File: config.mk
export PLATFORM = sky130hd
export DESIGN_NAME = timer_multi
export DESIGN_NICKNAME = d
export VERILOG_FILES = /design/src/rtl/timer_multi.sv
export SDC_FILE = /design/constraint.sdc
export NUM_CORES = 1
export LEC_CHECK = 0
export ABC_AREA = 1
export ABC_CLOCK_PERIOD_IN_PS = 1800
export CAP_MARGIN = 20
export CELL_PAD_IN_SITES_DETAIL_PLACEMENT = 1
export CELL_PAD_IN_SITES_GLOBAL_PLACEMENT = 2
export CORE_UTILIZATION = 32
export CTS_CLUSTER_SIZE = 40
export DETAILED_ROUTE_END_ITERATION = 7
export GPL_TIMING_DRIVEN = 0
export PLACE_DENSITY = 0.85
export SKIP_LAST_GASP = 1
export SYNTH_ARGS = -nofsm -noshare
export SYNTH_HDL_FRONTEND = slang
export SYNTH_SLANG_ARGS = --single-unit
File: constraint.sdc
create_clock -name clk -period 1.8 [get_ports clk]
set_input_delay 0.27 -clock clk [delete_from_list [all_inputs] [get_ports clk]]
set_output_delay 0.27 -clock clk [all_outputs]
set_load 0.02 [all_outputs]
File: src/rtl/timer_multi.sv
// rtl/timer_multi.sv - multi-channel timer sharing one prescaler, with per-channel pulse and sticky irq
module timer_multi #(
    parameter int  N_CH    = 4,
    parameter int  WIDTH   = 32,
    parameter int  PRESC_W = 8,
    localparam int CH_W    = (N_CH > 1) ? $clog2(N_CH) : 1
) (
    input  logic               clk,
    input  logic               rst,
    input  logic               en,
    input  logic               presc_we,
    input  logic [PRESC_W-1:0] presc_val,
    input  logic               cfg_we,
    input  logic [CH_W-1:0]    cfg_ch,
    input  logic [WIDTH-1:0]   cfg_period,
    input  logic               cfg_oneshot,
    input  logic               cfg_arm,
    input  logic [N_CH-1:0]    irq_clr,
    output logic [N_CH-1:0]    pulse,
    output logic [N_CH-1:0]    running,
    output logic [N_CH-1:0]    irq_status
);

    typedef enum logic {
        IDLE = 1'b0,
        RUN  = 1'b1
    } ch_state_e;

    logic [PRESC_W-1:0] presc_reg_q, presc_reg_d;
    logic [PRESC_W-1:0] presc_cnt_q, presc_cnt_d;
    logic               tick;

    ch_state_e          state_q  [N_CH];
    ch_state_e          state_d  [N_CH];
    logic [WIDTH-1:0]   cnt_q    [N_CH];
    logic [WIDTH-1:0]   cnt_d    [N_CH];
    logic [WIDTH-1:0]   period_q [N_CH];
    logic [WIDTH-1:0]   period_d [N_CH];
    logic [N_CH-1:0]    mode_q, mode_d;
    logic [N_CH-1:0]    pulse_q, pulse_d;
    logic [N_CH-1:0]    irq_q, irq_d;

    // Shared prescaler: a load restarts the divider and suppresses the tick for that cycle
    always_comb begin
        presc_reg_d = presc_reg_q;
        presc_cnt_d = presc_cnt_q;
        tick        = 1'b0;
        if (presc_we) begin
            presc_reg_d = presc_val;
            presc_cnt_d = '0;
        end else if (en) begin
            if (presc_cnt_q == presc_reg_q) begin
                tick        = 1'b1;
                presc_cnt_d = '0;
            end else begin
                presc_cnt_d = presc_cnt_q + PRESC_W'(1);
            end
        end
    end

    // Per-channel next state: a config write beats a same-cycle expiry, and expiry beats irq_clr
    always_comb begin
        mode_d  = mode_q;
        pulse_d = '0;
        irq_d   = irq_q & ~irq_clr;
        for (int i = 0; i < N_CH; i++) begin
            state_d[i]  = state_q[i];
            cnt_d[i]    = cnt_q[i];
            period_d[i] = period_q[i];
            if (cfg_we && (cfg_ch == CH_W'(i))) begin
                period_d[i] = cfg_period;
                mode_d[i]   = cfg_oneshot;
                cnt_d[i]    = '0;
                state_d[i]  = cfg_arm ? RUN : IDLE;
            end else if ((state_q[i] == RUN) && tick) begin
                if (cnt_q[i] >= period_q[i]) begin
                    cnt_d[i]   = '0;
                    pulse_d[i] = 1'b1;
                    irq_d[i]   = 1'b1;
                    if (mode_q[i]) begin
                        state_d[i] = IDLE;
                    end
                end else begin
                    cnt_d[i] = cnt_q[i] + WIDTH'(1);
                end
            end
        end
    end

    // Prescaler registers
    always_ff @(posedge clk) begin
        if (!rst) begin
            presc_reg_q <= '0;
            presc_cnt_q <= '0;
        end else begin
            presc_reg_q <= presc_reg_d;
            presc_cnt_q <= presc_cnt_d;
        end
    end

    // Channel state registers
    always_ff @(posedge clk) begin
        if (!rst) begin
            for (int i = 0; i < N_CH; i++) begin
                state_q[i]  <= IDLE;
                cnt_q[i]    <= '0;
                period_q[i] <= '0;
            end
            mode_q  <= '0;
            pulse_q <= '0;
            irq_q   <= '0;
        end else begin
            for (int i = 0; i < N_CH; i++) begin
                state_q[i]  <= state_d[i];
                cnt_q[i]    <= cnt_d[i];
                period_q[i] <= period_d[i];
            end
            mode_q  <= mode_d;
            pulse_q <= pulse_d;
            irq_q   <= irq_d;
        end
    end

    // Output mapping
    always_comb begin
        for (int i = 0; i < N_CH; i++) begin
            running[i] = (state_q[i] == RUN);
        end
    end

    assign pulse      = pulse_q;
    assign irq_status = irq_q;

endmodule

==> results.txt, run 1 <==
----------------------------------------------------
[Worst setup path]
  Capturing element type of the critical path ... flop
  Nature of the critical path startpoint ... flop
  Crit Path Category ... flop to flop
  Required time of the critical path ... ~2100 ps
  Endpoint of the worst-slack reg-to-reg timing path ... state_q[0]$_DFFE_PP_
  Worst reg2reg startpoint ... cnt_q[0][23]$_SDFFE_PP0P_
  Critical-path maximum fanout ... 3
  R2R cell count ... 10
  Critical path data arrival time ... 2360 ps
  Flop2flop setup slack ... -280 ps

[Floorplan]
  Height of the die ... between 200 and 250 µm
  Number of placement rows ... 81
  IO Pins ... 65
  Starting density of the core ... 32.4%
  Core area ... 49100 µm²
  Area of the die ... approximately 51000 µm²
  Width of the die ... about 230 µm

[Clock tree]
  Maximum count of clock buffers along a single path ... 3
  Htree depth ... 2
  Clock root cell ... sky130_fd_sc_hd__clkbuf_16
  Quantity of hold-fixing buffers added after cts ... 0
  Cts bufs inserted ... 36
  Clock tree sinks ... 288
  Clock latency on the worst-skew pair ... 560 ps
  Clk slew on worst S/H paths ... 60 ps
  CTS tree ... yes

[Yosys]
  Average footprint of a synthesized cell ... 6.94 µm²
  Flop and latch count out of synthesis ... about 290
  Synthesized-area fraction occupied by ao, oa, aoi and oai cells ... a little over an eighth
  Net count of the mapped netlist ... 2479
  Area fraction in and, or, nand and nor cells after synthesis ... between 20% and 30%
  Area fraction of the dominant cell type after synthesis ... 35.8%
  Count of warnings emitted by yosys ... 0
  Synth top area cells ... sky130_fd_sc_hd__dfxtp_1 (36%), sky130_fd_sc_hd__ha_1 (10%), sky130_fd_sc_hd__nand2_1 (10%)
  Fraction of the yosys area taken by sequential cells ... a little over a third
  Multiplexer share of the synthesized area ... 0.0629%
  Dominant combinational cell family by area after synthesis ... simple AND/OR/NAND/NOR gates
  Post-Synth Adder-Cell Area ... 10.5%
  Synthesized-area fraction occupied by xor and xnor cells ... 2.53%
  Post-Syn Area ... approximately 16000 µm²
  Cell type contributing the most total cell area after synthesis ... sky130_fd_sc_hd__dfxtp_1
  Post-synthesis instance total ... 2293
  Count of cell types in the netlist ... 36

[Layout]
  Most frequent standard cell in the layout excluding fill and tap cells ... sky130_fd_sc_hd__nand2_1
  Commonest non-fill, non-tap cells in the layout ... sky130_fd_sc_hd__nand2_1 (377), sky130_fd_sc_hd__inv_1 (272), sky130_fd_sc_hd__nor2_1 (185), sky130_fd_sc_hd__a21oi_1 (174)
  Net count, final ... 2699
  Multi-input gate area ... 10900 µm²
  Sequential cell area ... 6060 µm²
  Non-filler cells, final ... roughly 3.2k
  Antenna fix cells ... 0
  Fraction of final layout cells sized beyond drive strength 1 ... 29.8%
  Post-synthesis to final-layout area growth ... 42.5%
  Post-route core utilization ... 46.2%
  Filler Cell Count ... 5958

[Route]
  Post-DRT Antenna Nets ... 0
  Wire length after detailed routing ... 61000 µm
  First-pass DRT Iterations ... 5
  Post-route DRC ... 0
  DR vias/cell ... around 5.1
  Vias after detailed routing ... approximately 16k
  WL/cell ... 19.1 µm
  First DRT Iteration DRCs ... 794

[GRT]
  Leftover overflow at the end of global routing ... 0
  Maximum number of pins on one net before global-route repair ... 13
  Number of global-route vias before repair ... around 17k
  Antenna violations before repair ... 8
  Global routing met3 resource utilization ... 4.19%
  Overall fraction of global-route tracks in use ... 23.5%
  Fraction of met2 tracks used by global routing ... 41.8%
  Met1 layer usage reported by global route ... about 29%
  Gr busiest metal ... met2
  First-pass GRT wire length ... 92600 µm

[Timing]
  Actual slew at the worst max-slew pin ... 806 ps
  Worst-case clock skew ... ~20 ps
  Final max-slew violation count ... 0
  Post-route clock period utilization ... 116%
  Max-slew headroom ... between 40% and 50%
  Setup repair after global routing missed its margin ... yes
  Final Hold Viols ... 0
  Setup slack after layout ... -282 ps
  Final worst path period need ... 2080 ps
  Setup violations, final ... 140
  F_max ... 0.480 GHz

[Pwr]
  Leakage power of the design ... 8.83 nW
  Max rail drop VDD ... 0.555 mV
  Overall Power ... 16.0 mW
  Power Dens Cells ... 704 nW/µm²

[Hold path]
  Worst hold path class ... primary input to flop
  Hold path startpoint ... presc_val[4]
  Count of cells along the worst hold path ... 3
  Sink of the worst hold path ... presc_reg_q[4]$_SDFFE_PN0P_

[Place]
  Placed insts ... 3021
  Placer Congestion ... 0.835
  Final HPWL from detailed placement ... roughly 41000 µm
  Count of port buffers added during placement ... 64

[Flow run]
  Max-capacitance violation count ... 0

[Status]
  Status ... finished with violations
  Failing checks ... setup timing

----------------------------------------------------
-- cell families after synthesis --
family | after synthesis
compound gates | 418
xor+xnor | 46
fa+ha+maj | 133
buf+inv | 412
flops | 288
mux | 1
simple gates | 995
-- through the flow --
stage	setup WS, ps	hold slack, ps	cell area [µm²]	setup TNS, ps
after floorplan	-32.8	384	16000	-294
after global placement	-1200	437	17400	-192630
after detailed placement	-1250	450	17400	-207720
after CTS	-259	289	21500	-20910
after global routing	-397	315	22700	-44600
final	-282	309	22700	-27750
-- power breakdown --
part	internal (mW)	switching, mW	total (mW)
combinational	0.763	1.19	1.95
sequential	6.51	0.0767	6.58
clock	4.39	3.06	7.44
total	11.7	4.32	16.0
-- repair_timing --
item                                    in CTS  in global routing
resized for setup                          517                283
endpoints found under the setup margin     156                169
buffers inserted                            77                 42
cloned                                      12                  0
pin swaps                                  152                124
-- metal layers --
| metal | wire [µm] | share of wire, % |
|---|---|---|
| met5 | 0 | 0 |
| met1 | 25600 | 42 |
| met3 | 3060 | 5.0 |
| met4 | 1530 | 2.5 |
| met2 | 30900 | 51 |
-- how the worst max path moves through the flow --
stage | slack (ps) | start | cells after the start | end
3_5_place_dp | -1250 | en | 11 | cnt_q[0][31]$_SDFFE_PP0P_
5_1_grt | -400 | cnt_q[0][9]$_SDFFE_PP0P_ | 9 | cnt_q[0][29]$_SDFFE_PP0P_
6_report | -280 | cnt_q[0][23]$_SDFFE_PP0P_ | 10 | state_q[0]$_DFFE_PP_
2_1_floorplan | -30 | period_q[2][27]$_SDFFE_PN0P_ | 14 | cnt_q[2][25]$_SDFFE_PP0P_
3_3_place_gp | -1200 | en | 12 | cnt_q[1][19]$_SDFFE_PP0P_
4_1_cts | -260 | period_q[1][20]$_SDFFE_PN0P_ | 14 | cnt_q[1][19]$_SDFFE_PP0P_
-- critical path, cell delays in order, from the launching register on --
cell and delay (ps):
sky130_fd_sc_hd__dfxtp_4 360, sky130_fd_sc_hd__ha_4 280, sky130_fd_sc_hd__nand2_4 50, sky130_fd_sc_hd__nor2_4 110
sky130_fd_sc_hd__nand4_1 160, sky130_fd_sc_hd__nor3_4 240, sky130_fd_sc_hd__nand4_1 130, sky130_fd_sc_hd__nand3_2 120
sky130_fd_sc_hd__nand2_4 80, sky130_fd_sc_hd__buf_12 140, sky130_fd_sc_hd__o21ai_4 110
-- Yosys cell counts --
master / count
sky130_fd_sc_hd__a21o_1: 10
sky130_fd_sc_hd__a21oi_1: 204
sky130_fd_sc_hd__buf_2: 8
sky130_fd_sc_hd__buf_4: 10
sky130_fd_sc_hd__buf_6: 2
sky130_fd_sc_hd__clkbuf_1: 52
sky130_fd_sc_hd__clkinv_1: 1
sky130_fd_sc_hd__dfxtp_1: 285
sky130_fd_sc_hd__edfxtp_1: 3
sky130_fd_sc_hd__ha_1: 133
sky130_fd_sc_hd__inv_1: 335
sky130_fd_sc_hd__inv_2: 4
sky130_fd_sc_hd__mux2i_1: 1
sky130_fd_sc_hd__nand2_1: 430
sky130_fd_sc_hd__nand2_2: 4
sky130_fd_sc_hd__nand3_1: 99
sky130_fd_sc_hd__nand3_2: 3
sky130_fd_sc_hd__nand3b_1: 4
sky130_fd_sc_hd__nand4_1: 78
sky130_fd_sc_hd__nor2_1: 290
sky130_fd_sc_hd__nor2_2: 10
sky130_fd_sc_hd__nor2_4: 5
sky130_fd_sc_hd__nor2b_1: 3
sky130_fd_sc_hd__nor3_1: 55
sky130_fd_sc_hd__nor3_4: 1
sky130_fd_sc_hd__nor3b_1: 2
sky130_fd_sc_hd__nor4_1: 9
sky130_fd_sc_hd__o21a_1: 4
sky130_fd_sc_hd__o21ai_0: 184
sky130_fd_sc_hd__o21ai_1: 5
sky130_fd_sc_hd__o21bai_1: 8
sky130_fd_sc_hd__o22ai_1: 3
sky130_fd_sc_hd__or2_0: 1
sky130_fd_sc_hd__or2_2: 1
sky130_fd_sc_hd__xnor2_1: 12
sky130_fd_sc_hd__xor2_1: 34
-- cell type report --
class,instances,share of cell area [%]
Buffer,70,1.95
Tap cell,664,3.66
Multi-Input combinational cell,1594,48.0
Timing Repair Buffer,183,8.70
Clock buffer,57,4.90
Clock inverter,8,0.337
Inverter,340,5.71
Sequential cell,288,26.7
-- flip-flops by register name, indices dropped and copies added, names as in the netlist --
register / flops
cnt_q: 128
period_q: 128
presc_cnt_q: 8
presc_reg_q: 8
irq_status: 4
mode_q: 4
pulse: 4
state_q: 4
Power figures use the tool's default switching activity.
==> run 2: changes to the inputs <==
--- a/config.mk
+++ b/config.mk
@@ -10,6 +10,7 @@
 export CAP_MARGIN = 20
 export CELL_PAD_IN_SITES_DETAIL_PLACEMENT = 1
 export CELL_PAD_IN_SITES_GLOBAL_PLACEMENT = 2
+export CORE_ASPECT_RATIO = 0.7
 export CORE_UTILIZATION = 32
 export CTS_CLUSTER_SIZE = 40
 export DETAILED_ROUTE_END_ITERATION = 7
==> results.txt, run 2 (synthesis results as in run 1) <==
----------------------------------------------------
[Place]
  Count of port buffers added during placement ... 64 (unchanged)
  Placed insts ... 3012 (-0.30%)
  Final HPWL from detailed placement ... 44300 µm (+7.2%)
  Placer Congestion ... 0.859 (+2.9%)

[Floorplan]
  Area of the die ... 50700 µm² (about the same)
  Starting density of the core ... 32.8% (+0.40 points)
  Number of placement rows ... 67 (-17%)
  Width of the die ... 269 µm (+19%)
  IO Pins ... 65 (unchanged)
  Core area ... 48500 µm² (-1.2%)
  Height of the die ... 189 µm (-16%)

[Worst setup path]
  CP max stage cell ... sky130_fd_sc_hd__dfxtp_2
  Crit Path Category ... flop to flop
  Required time of the critical path ... 2310 ps (+230 ps)
  Worst reg2reg startpoint ... period_q[1][21]$_SDFFE_PN0P_
  Nature of the critical path startpoint ... flop
  Cell Chain, Critical Path ... inv_4 -> ha_4 -> a21oi_2 -> nor2_1 -> nor2_1 -> nand3_2 -> a21oi_4 -> nand3_2 -> nand2_4 -> nand2_4 -> buf_8 -> buf_12 -> buf_8 -> nor2_2
  R2R cell count ... 14 (+4)
  Cell class contributing the biggest share of worst-path delay ... simple AND/OR/NAND/NOR gates
  Delay of the slowest cell on the worst path ... 340 ps (-20 ps)
  Critical-path maximum fanout ... 5 (+2)
  Crit path buf inv count ... 4 (+3)
  Endpoint of the worst-slack reg-to-reg timing path ... cnt_q[1][19]$_SDFFE_PP0P_
  Critical path data arrival time ... 2670 ps (+310 ps)
  Flop2flop setup slack ... -350 ps (-70 ps)
  Capturing element type of the critical path ... flop

[Layout]
  Commonest non-fill, non-tap cells in the layout ... sky130_fd_sc_hd__nand2_1 (359), sky130_fd_sc_hd__inv_1 (275), sky130_fd_sc_hd__nor2_1 (193), sky130_fd_sc_hd__a21oi_1 (171), sky130_fd_sc_hd__dfxtp_1 (157)
  Most frequent standard cell in the layout excluding fill and tap cells ... sky130_fd_sc_hd__nand2_1
  Registers with the most flip-flops ... cnt_q (128), period_q (128)
  Non-filler cells, final ... 3198 (-0.19%)
  Post-synthesis to final-layout area growth ... 43.3%
  Filler Cell Count ... 5849 (-1.8%)
  Net count, final ... 2703 (+0.15%)
  Fraction of final layout cells sized beyond drive strength 1 ... 31.2% (+1.4 points)

[Timing]
  Setup violations, final ... 139 (-0.71%)
  Final worst path period need ... 2150 ps (+71.0 ps)
  Final worst hold slack ... 141 ps (-168 ps)
  Final max-slew violation count ... 0 (unchanged)
  Max-slew headroom ... 40.2% (-5.9 points)
  Setup slack after layout ... -353 ps (-71.0 ps)
  Post-route clock period utilization ... 120% (+3.9 points)
  Actual slew at the worst max-slew pin ... 890 ps (+84.5 ps)
  Final Hold Viols ... 0 (unchanged)
  Worst-case clock skew ... 9.47 ps (-11.1 ps)
  Setup repair after global routing missed its margin ... yes
  F_max ... 0.464 GHz (-3.3%)

[Pwr]
  Fraction of power consumed by sequential logic ... 41.7% (+0.5 points)
  Leakage power of the design ... 9.00 nW (+2.0%)
  Switching share of power ... 26.7% (-0.34 points)
  Clock network fraction of design power ... 45.7% (-0.9 points)
  Cell-internal power ... 11.6 mW (-0.75%)
  Net switching power of the design ... 4.21 mW (-2.4%)
  Relative contribution of combinational cells to total power ... 12.7% (+0.5 points)
  Power Dens Cells ... 692 nW/µm² (-1.8%)
  Max rail drop VDD ... 0.704 mV (+27%)

[Hold path]
  Count of cells along the worst hold path ... 3 (unchanged)
  Hold path startpoint ... en
  Sink of the worst hold path ... presc_cnt_q[0]$_SDFFE_PP0P_
  Worst hold path class ... primary input to flop

[GRT]
  Overall fraction of global-route tracks in use ... 25.0% (+1.4 points)
  Fraction of met2 tracks used by global routing ... 39.7% (-2.0 points)
  Maximum number of pins on one net before global-route repair ... 15 (+2)
  Global routing met3 resource utilization ... 3.89% (-0.29 points)
  Antenna violations before repair ... 6 (-2)
  Gr busiest metal ... met2
  First-pass GRT wire length ... 98000 µm (+5.9%)
  Leftover overflow at the end of global routing ... 0 (unchanged)
  Met1 layer usage reported by global route ... 34.4% (+5.7 points)
  Number of global-route vias before repair ... 17.3k (+0.046%)

[Route]
  First-pass DRT Iterations ... 5 (unchanged)
  First DRT Iteration DRCs ... 964 (+21%)
  DR vias/cell ... 5.14 (+0.43%)
  WL/cell ... 20.3 µm (+6.4%)
  Post-route DRC ... 0 (unchanged)
  Post-DRT Antenna Nets ... 0 (unchanged)
  Wire length after detailed routing ... 64800 µm (+6.2%)
  Vias after detailed routing ... 16.4k (+0.24%)

[Clock tree]
  Cts bufs inserted ... 31 (-14%)
  Clock root cell ... sky130_fd_sc_hd__clkbuf_16
  CTS tree ... yes
  Clk slew on worst S/H paths ... 70 ps (about the same)
  Quantity of hold-fixing buffers added after cts ... 0 (unchanged)
  Htree depth ... 1 (-1)
  Clock latency on the worst-skew pair ... 580 ps (+20 ps)
  Maximum count of clock buffers along a single path ... 3 (unchanged)
  Clock tree sinks ... 288 (unchanged)

[Status]
  Status ... finished with violations
  Failing checks ... setup timing

[Flow run]
  Max-capacitance violation count ... 0 (unchanged)

----------------------------------------------------
[run 2: cell types whose count changed in the layout (fill, tap and decap cells not counted), moves of 6 or more]
cell and change:
sky130_fd_sc_hd__nand2_1 -18, sky130_fd_sc_hd__nand2_2 +13, sky130_fd_sc_hd__nand3_1 -14, sky130_fd_sc_hd__nand3_2 +14
sky130_fd_sc_hd__nor2_1 +8, sky130_fd_sc_hd__buf_6 +14, sky130_fd_sc_hd__nor2_4 -9, sky130_fd_sc_hd__clkbuf_1 -10
sky130_fd_sc_hd__o21ai_0 -8, sky130_fd_sc_hd__clkbuf_16 -6
[run 2: worst max-delay path by stage]
stage,startpoint,end,slack [ps],cells past startpoint
after floorplan,period_q[2][27]$_SDFFE_PN0P_,cnt_q[2][25]$_SDFFE_PP0P_,-30,14
after global placement,en,cnt_q[3][11]$_SDFFE_PP0P_,-1270,11
after detailed placement,en,cnt_q[1][19]$_SDFFE_PP0P_,-1250,12
after CTS,cnt_q[1][21]$_SDFFE_PP0P_,cnt_q[1][18]$_SDFFE_PP0P_,-310,13
after global routing,period_q[1][21]$_SDFFE_PN0P_,cnt_q[1][19]$_SDFFE_PP0P_,-450,14
final,period_q[1][21]$_SDFFE_PN0P_,cnt_q[1][19]$_SDFFE_PP0P_,-350,14
[run 2: stage by stage]
stage	setup slack, ps	total power, mW	util [%]	instance area [µm²]	setup TNS (ps)
after floorplan	-32.8	7.53	-	16000	-294
after global placement	-1270	8.08	36.0	17400	-206690
after detailed placement	-1250	8.15	36.0	17400	-213670
after CTS	-310	15.7	44.6	21600	-26350
after global routing	-450	16.3	47.1	22800	-45560
final	-353	15.8	47.1	22800	-28930
[run 2: power by group through the flow]
| stage | Sequential, mW | Clock (mW) | Combinational [mW] |
|---|---|---|---|
| after floorplan | 6.74 | 0 | 0.786 |
| after global placement | 6.77 | 0 | 1.32 |
| after detailed placement | 6.77 | 0 | 1.37 |
| after CTS | 6.58 | 7.30 | 1.85 |
| after global routing | 6.59 | 7.59 | 2.16 |
| final | 6.58 | 7.20 | 2.00 |
[run 2: tightest hold or removal path, stage by stage]
cell and delay, ps:
sky130_fd_sc_hd__dlymetal6s2s_1 210, sky130_fd_sc_hd__nor2_1 140, sky130_fd_sc_hd__nor3b_1 60
[run 2: layout make-up]
type                            count  area (µm²)  share of cell area (%)
Tap cell                          655         820                    3.59
Buffer                             68         473                    2.07
Clock buffer                       47         946                    4.15
Antenna cell                        2        5.00                  0.0219
Timing Repair Buffer              195        2080                    9.12
Sequential cell                   288        6070                    26.6
Inverter                          340        1290                    5.68
Clock inverter                     10         175                   0.768
Multi-Input combinational cell   1593       11000                    48.0
[run 2: routing by layer]
metal  vias up  share of wire [%]
met1      8071                 47
met3       124                4.5
li1       7924                  -
met5         -              0.079
met2       322                 45
met4         8                3.4
[run 2: timing repair]
item | 4_1_cts | 5_1_grt
gates cloned | 11 | 0
gates resized for setup | 553 | 322
pin swaps | 165 | 150
setup endpoints to repair | 172 | 185
buffers inserted | 86 | 43
==> run 3: changes to the inputs <==
--- a/config.mk
+++ b/config.mk
@@ -6,16 +6,16 @@
 export NUM_CORES = 1
 export LEC_CHECK = 0
 export ABC_AREA = 1
-export ABC_CLOCK_PERIOD_IN_PS = 1800
+export ABC_CLOCK_PERIOD_IN_PS = 2100
 export CAP_MARGIN = 20
 export CELL_PAD_IN_SITES_DETAIL_PLACEMENT = 1
 export CELL_PAD_IN_SITES_GLOBAL_PLACEMENT = 2
 export CORE_ASPECT_RATIO = 0.7
-export CORE_UTILIZATION = 32
+export CORE_UTILIZATION = 35
 export CTS_CLUSTER_SIZE = 40
 export DETAILED_ROUTE_END_ITERATION = 7
 export GPL_TIMING_DRIVEN = 0
-export PLACE_DENSITY = 0.85
+export PLACE_DENSITY = 0.88
 export SKIP_LAST_GASP = 1
 export SYNTH_ARGS = -nofsm -noshare
 export SYNTH_HDL_FRONTEND = slang
==> constraint.sdc (replaced) <==
create_clock -name clk -period 2.1 [get_ports clk]
set_input_delay 0.315 -clock clk [delete_from_list [all_inputs] [get_ports clk]]
set_output_delay 0.315 -clock clk [all_outputs]
set_load 0.02 [all_outputs]
==> results.txt, run 3 (synthesis results as in run 1) <==
----------------------------------------------------
[Status]
  Status ... complete, no violations

[Timing]
  Final worst path period need ... 2080 ps (-74.0 ps)
  Max-slew headroom ... 46.9% (+6.7 points)
  Post-route clock period utilization ... 99.0% (-21 points)
  Setup violations, final ... 0 (-100%)
  Worst-case clock skew ... 20.4 ps (+11.0 ps)
  F_max ... 0.481 GHz (+3.6%)
  Setup repair after global routing missed its margin ... yes
  Actual slew at the worst max-slew pin ... 794 ps (-96.4 ps)
  Final worst hold slack ... 318 ps (+177 ps)
  Final Hold Viols ... 0 (unchanged)
  Setup slack after layout ... 20.8 ps (+374 ps)
  Final-layout setup total negative slack ... 0 ps (+28930 ps)
  Final max-slew violation count ... 0 (unchanged)

[Worst setup path]
  Critical path data arrival time ... 2580 ps (-90 ps)
  Worst reg2reg startpoint ... cnt_q[1][23]$_SDFFE_PP0P_
  Nature of the critical path startpoint ... flop
  Flop2flop setup slack ... 20 ps (+370 ps)
  Crit path to ... cnt_q[1][31]$_SDFFE_PP0P_
  Critical-path maximum fanout ... 7 (+2)
  Required time of the critical path ... 2600 ps (+290 ps)
  R2R cell count ... 12 (-2)
  Endpoint of the worst-slack reg-to-reg timing path ... cnt_q[1][31]$_SDFFE_PP0P_
  Capturing element type of the critical path ... flop
  Launching instance or port of the critical path ... cnt_q[1][23]$_SDFFE_PP0P_
  Crit Path Category ... flop to flop

[GRT]
  Overall fraction of global-route tracks in use ... 24.6% (-0.38 points)
  First-pass GRT wire length ... 90200 µm (-8.0%)
  Leftover overflow at the end of global routing ... 0 (unchanged)
  Number of global-route vias before repair ... 16.1k (-7.1%)
  Maximum number of pins on one net before global-route repair ... 16 (+1)
  Antenna violations before repair ... 5 (-1)

[Floorplan]
  Core area ... 44300 µm² (-8.6%)
  Number of placement rows ... 64 (-4.5%)
  Area of the die ... 46300 µm² (-8.5%)
  Height of the die ... 180 µm (-4.3%)
  Width of the die ... 257 µm (-4.3%)
  Starting density of the core ... 35.9% (+3.1 points)
  IO Pins ... 65 (unchanged)

[Place]
  Setup slack at placement ... -1040 ps (+204 ps)
  Placed insts ... 2951 (-2.0%)
  Dpl cell area ... 17300 µm² (-0.73%)
  Placer Congestion ... 0.866 (+0.79%)
  Count of port buffers added during placement ... 64 (unchanged)
  Final HPWL from detailed placement ... 43700 µm (-1.3%)

[Layout]
  Multi-input gate area ... 9750 µm² (-11%)
  Most frequent standard cell in the layout excluding fill and tap cells ... sky130_fd_sc_hd__nand2_1
  Sequential cell area ... 5920 µm² (-2.5%)
  Non-filler cells, final ... 3072 (-3.9%)
  Post-synthesis to final-layout area growth ... 29.6%
  Fraction of final layout cells sized beyond drive strength 1 ... 18.0% (-13 points)
  Registers with the most flip-flops ... cnt_q (128), period_q (128)
  Commonest non-fill, non-tap cells in the layout ... sky130_fd_sc_hd__nand2_1 (398), sky130_fd_sc_hd__inv_1 (316), sky130_fd_sc_hd__nor2_1 (235), sky130_fd_sc_hd__dfxtp_1 (206), sky130_fd_sc_hd__a21oi_1 (186)
  Filler Cell Count ... 5411 (-7.5%)
  Net count, final ... 2642 (-2.3%)
  Post-route core utilization ... 46.6% (-0.49 points)
  Antenna fix cells ... 0 (-2)
  Total non-filler cell area in the finished layout ... 20600 µm² (-9.6%)

[Hold path]
  Count of cells along the worst hold path ... 2 (-1)
  Worst hold path class ... primary input to flop

[Pwr]
  Overall Power ... 13.4 mW (-15%)
  Max rail drop VDD ... 0.633 mV (-10%)
  Leakage power of the design ... 8.33 nW (-7.4%)
  Power Dens Cells ... 649 nW/µm² (-6.1%)

[Route]
  First-pass DRT Iterations ... 5 (unchanged)
  Post-DRT Antenna Nets ... 0 (unchanged)
  Vias after detailed routing ... 16.2k (-1.7%)
  Wire length after detailed routing ... 59700 µm (-7.9%)
  Post-route DRC ... 0 (unchanged)
  First DRT Iteration DRCs ... 1002 (+3.9%)
  DR vias/cell ... 5.26 (+2.3%)
  WL/cell ... 19.4 µm (-4.1%)

[Clock tree]
  Clock tree sinks ... 288 (unchanged)
  Clock latency on the worst-skew pair ... 600 ps (+20 ps)
  Maximum count of clock buffers along a single path ... 3 (unchanged)
  CTS tree ... yes
  Clk slew on worst S/H paths ... 70 ps (about the same)
  Cts bufs inserted ... 31 (unchanged)
  Clock root cell ... sky130_fd_sc_hd__clkbuf_16
  Htree depth ... 1 (unchanged)

[Flow run]
  Max-capacitance violation count ... 0 (unchanged)

----------------------------------------------------
run 3: worst max-delay path, cell delays in order, from the launching register on:
cell and delay, ps:
sky130_fd_sc_hd__dfxtp_4 360, sky130_fd_sc_hd__ha_4 280, sky130_fd_sc_hd__nand2_4 60, sky130_fd_sc_hd__nor2_4 110
sky130_fd_sc_hd__nand4_1 190, sky130_fd_sc_hd__nor3_4 210, sky130_fd_sc_hd__nand4_1 130, sky130_fd_sc_hd__nand3_2 100
sky130_fd_sc_hd__nand2_4 80, sky130_fd_sc_hd__nand2_4 80, sky130_fd_sc_hd__buf_8 140, sky130_fd_sc_hd__buf_12 150
sky130_fd_sc_hd__nor2_1 50
run 3: worst min-delay path by stage:
stage                                             from                           end  slack [ps]
final                                       irq_clr[2]      irq_status[2]$_SDFF_PN0_         320
after global routing                        irq_clr[2]      irq_status[2]$_SDFF_PN0_         320
after CTS                                   irq_clr[2]      irq_status[2]$_SDFF_PN0_         300
after detailed placement  period_q[2][17]$_SDFFE_PN0P_  period_q[2][17]$_SDFFE_PN0P_         450
after global placement    period_q[2][15]$_SDFFE_PN0P_  period_q[2][15]$_SDFFE_PN0P_         450
after floorplan                 mode_q[0]$_SDFFE_PN0P_        mode_q[0]$_SDFFE_PN0P_         420
run 3: metal layers:
metal	wire, µm	global-route usage, %	vias to the layer above
met5	0	0	-
met1	28700	35.3	7932
li1	-	-	7793
met2	26300	38.4	345
met4	1700	6.45	0
met3	2970	3.31	99
run 3: final cells by class:
cell class / count / area share, %
multi-input cells: 1594 / 47.2
flip-flops and latches: 288 / 28.7
repair buffers: 130 / 6.59
inverters: 340 / 6.24
clock buffers: 43 / 4.42
well taps: 594 / 3.60
plain buffers: 71 / 2.17
clock inverters: 12 / 1.05
run 3: repair_timing:
item                       in CTS  in global routing
setup endpoints to repair     143                137
cloned                          4                  3
gates resized for setup       163                292
buffers inserted               36                 27
hold buffers                    0                  0
pin swaps                      38                 95
run 3: where the power goes:
group	total (mW)	switching (mW)	internal, mW	leakage (nW)
combinational	1.52	0.957	0.562	5.39
sequential	5.67	0.0556	5.61	2.39
clock	6.21	2.47	3.74	0.555
total	13.4	3.48	9.92	8.33
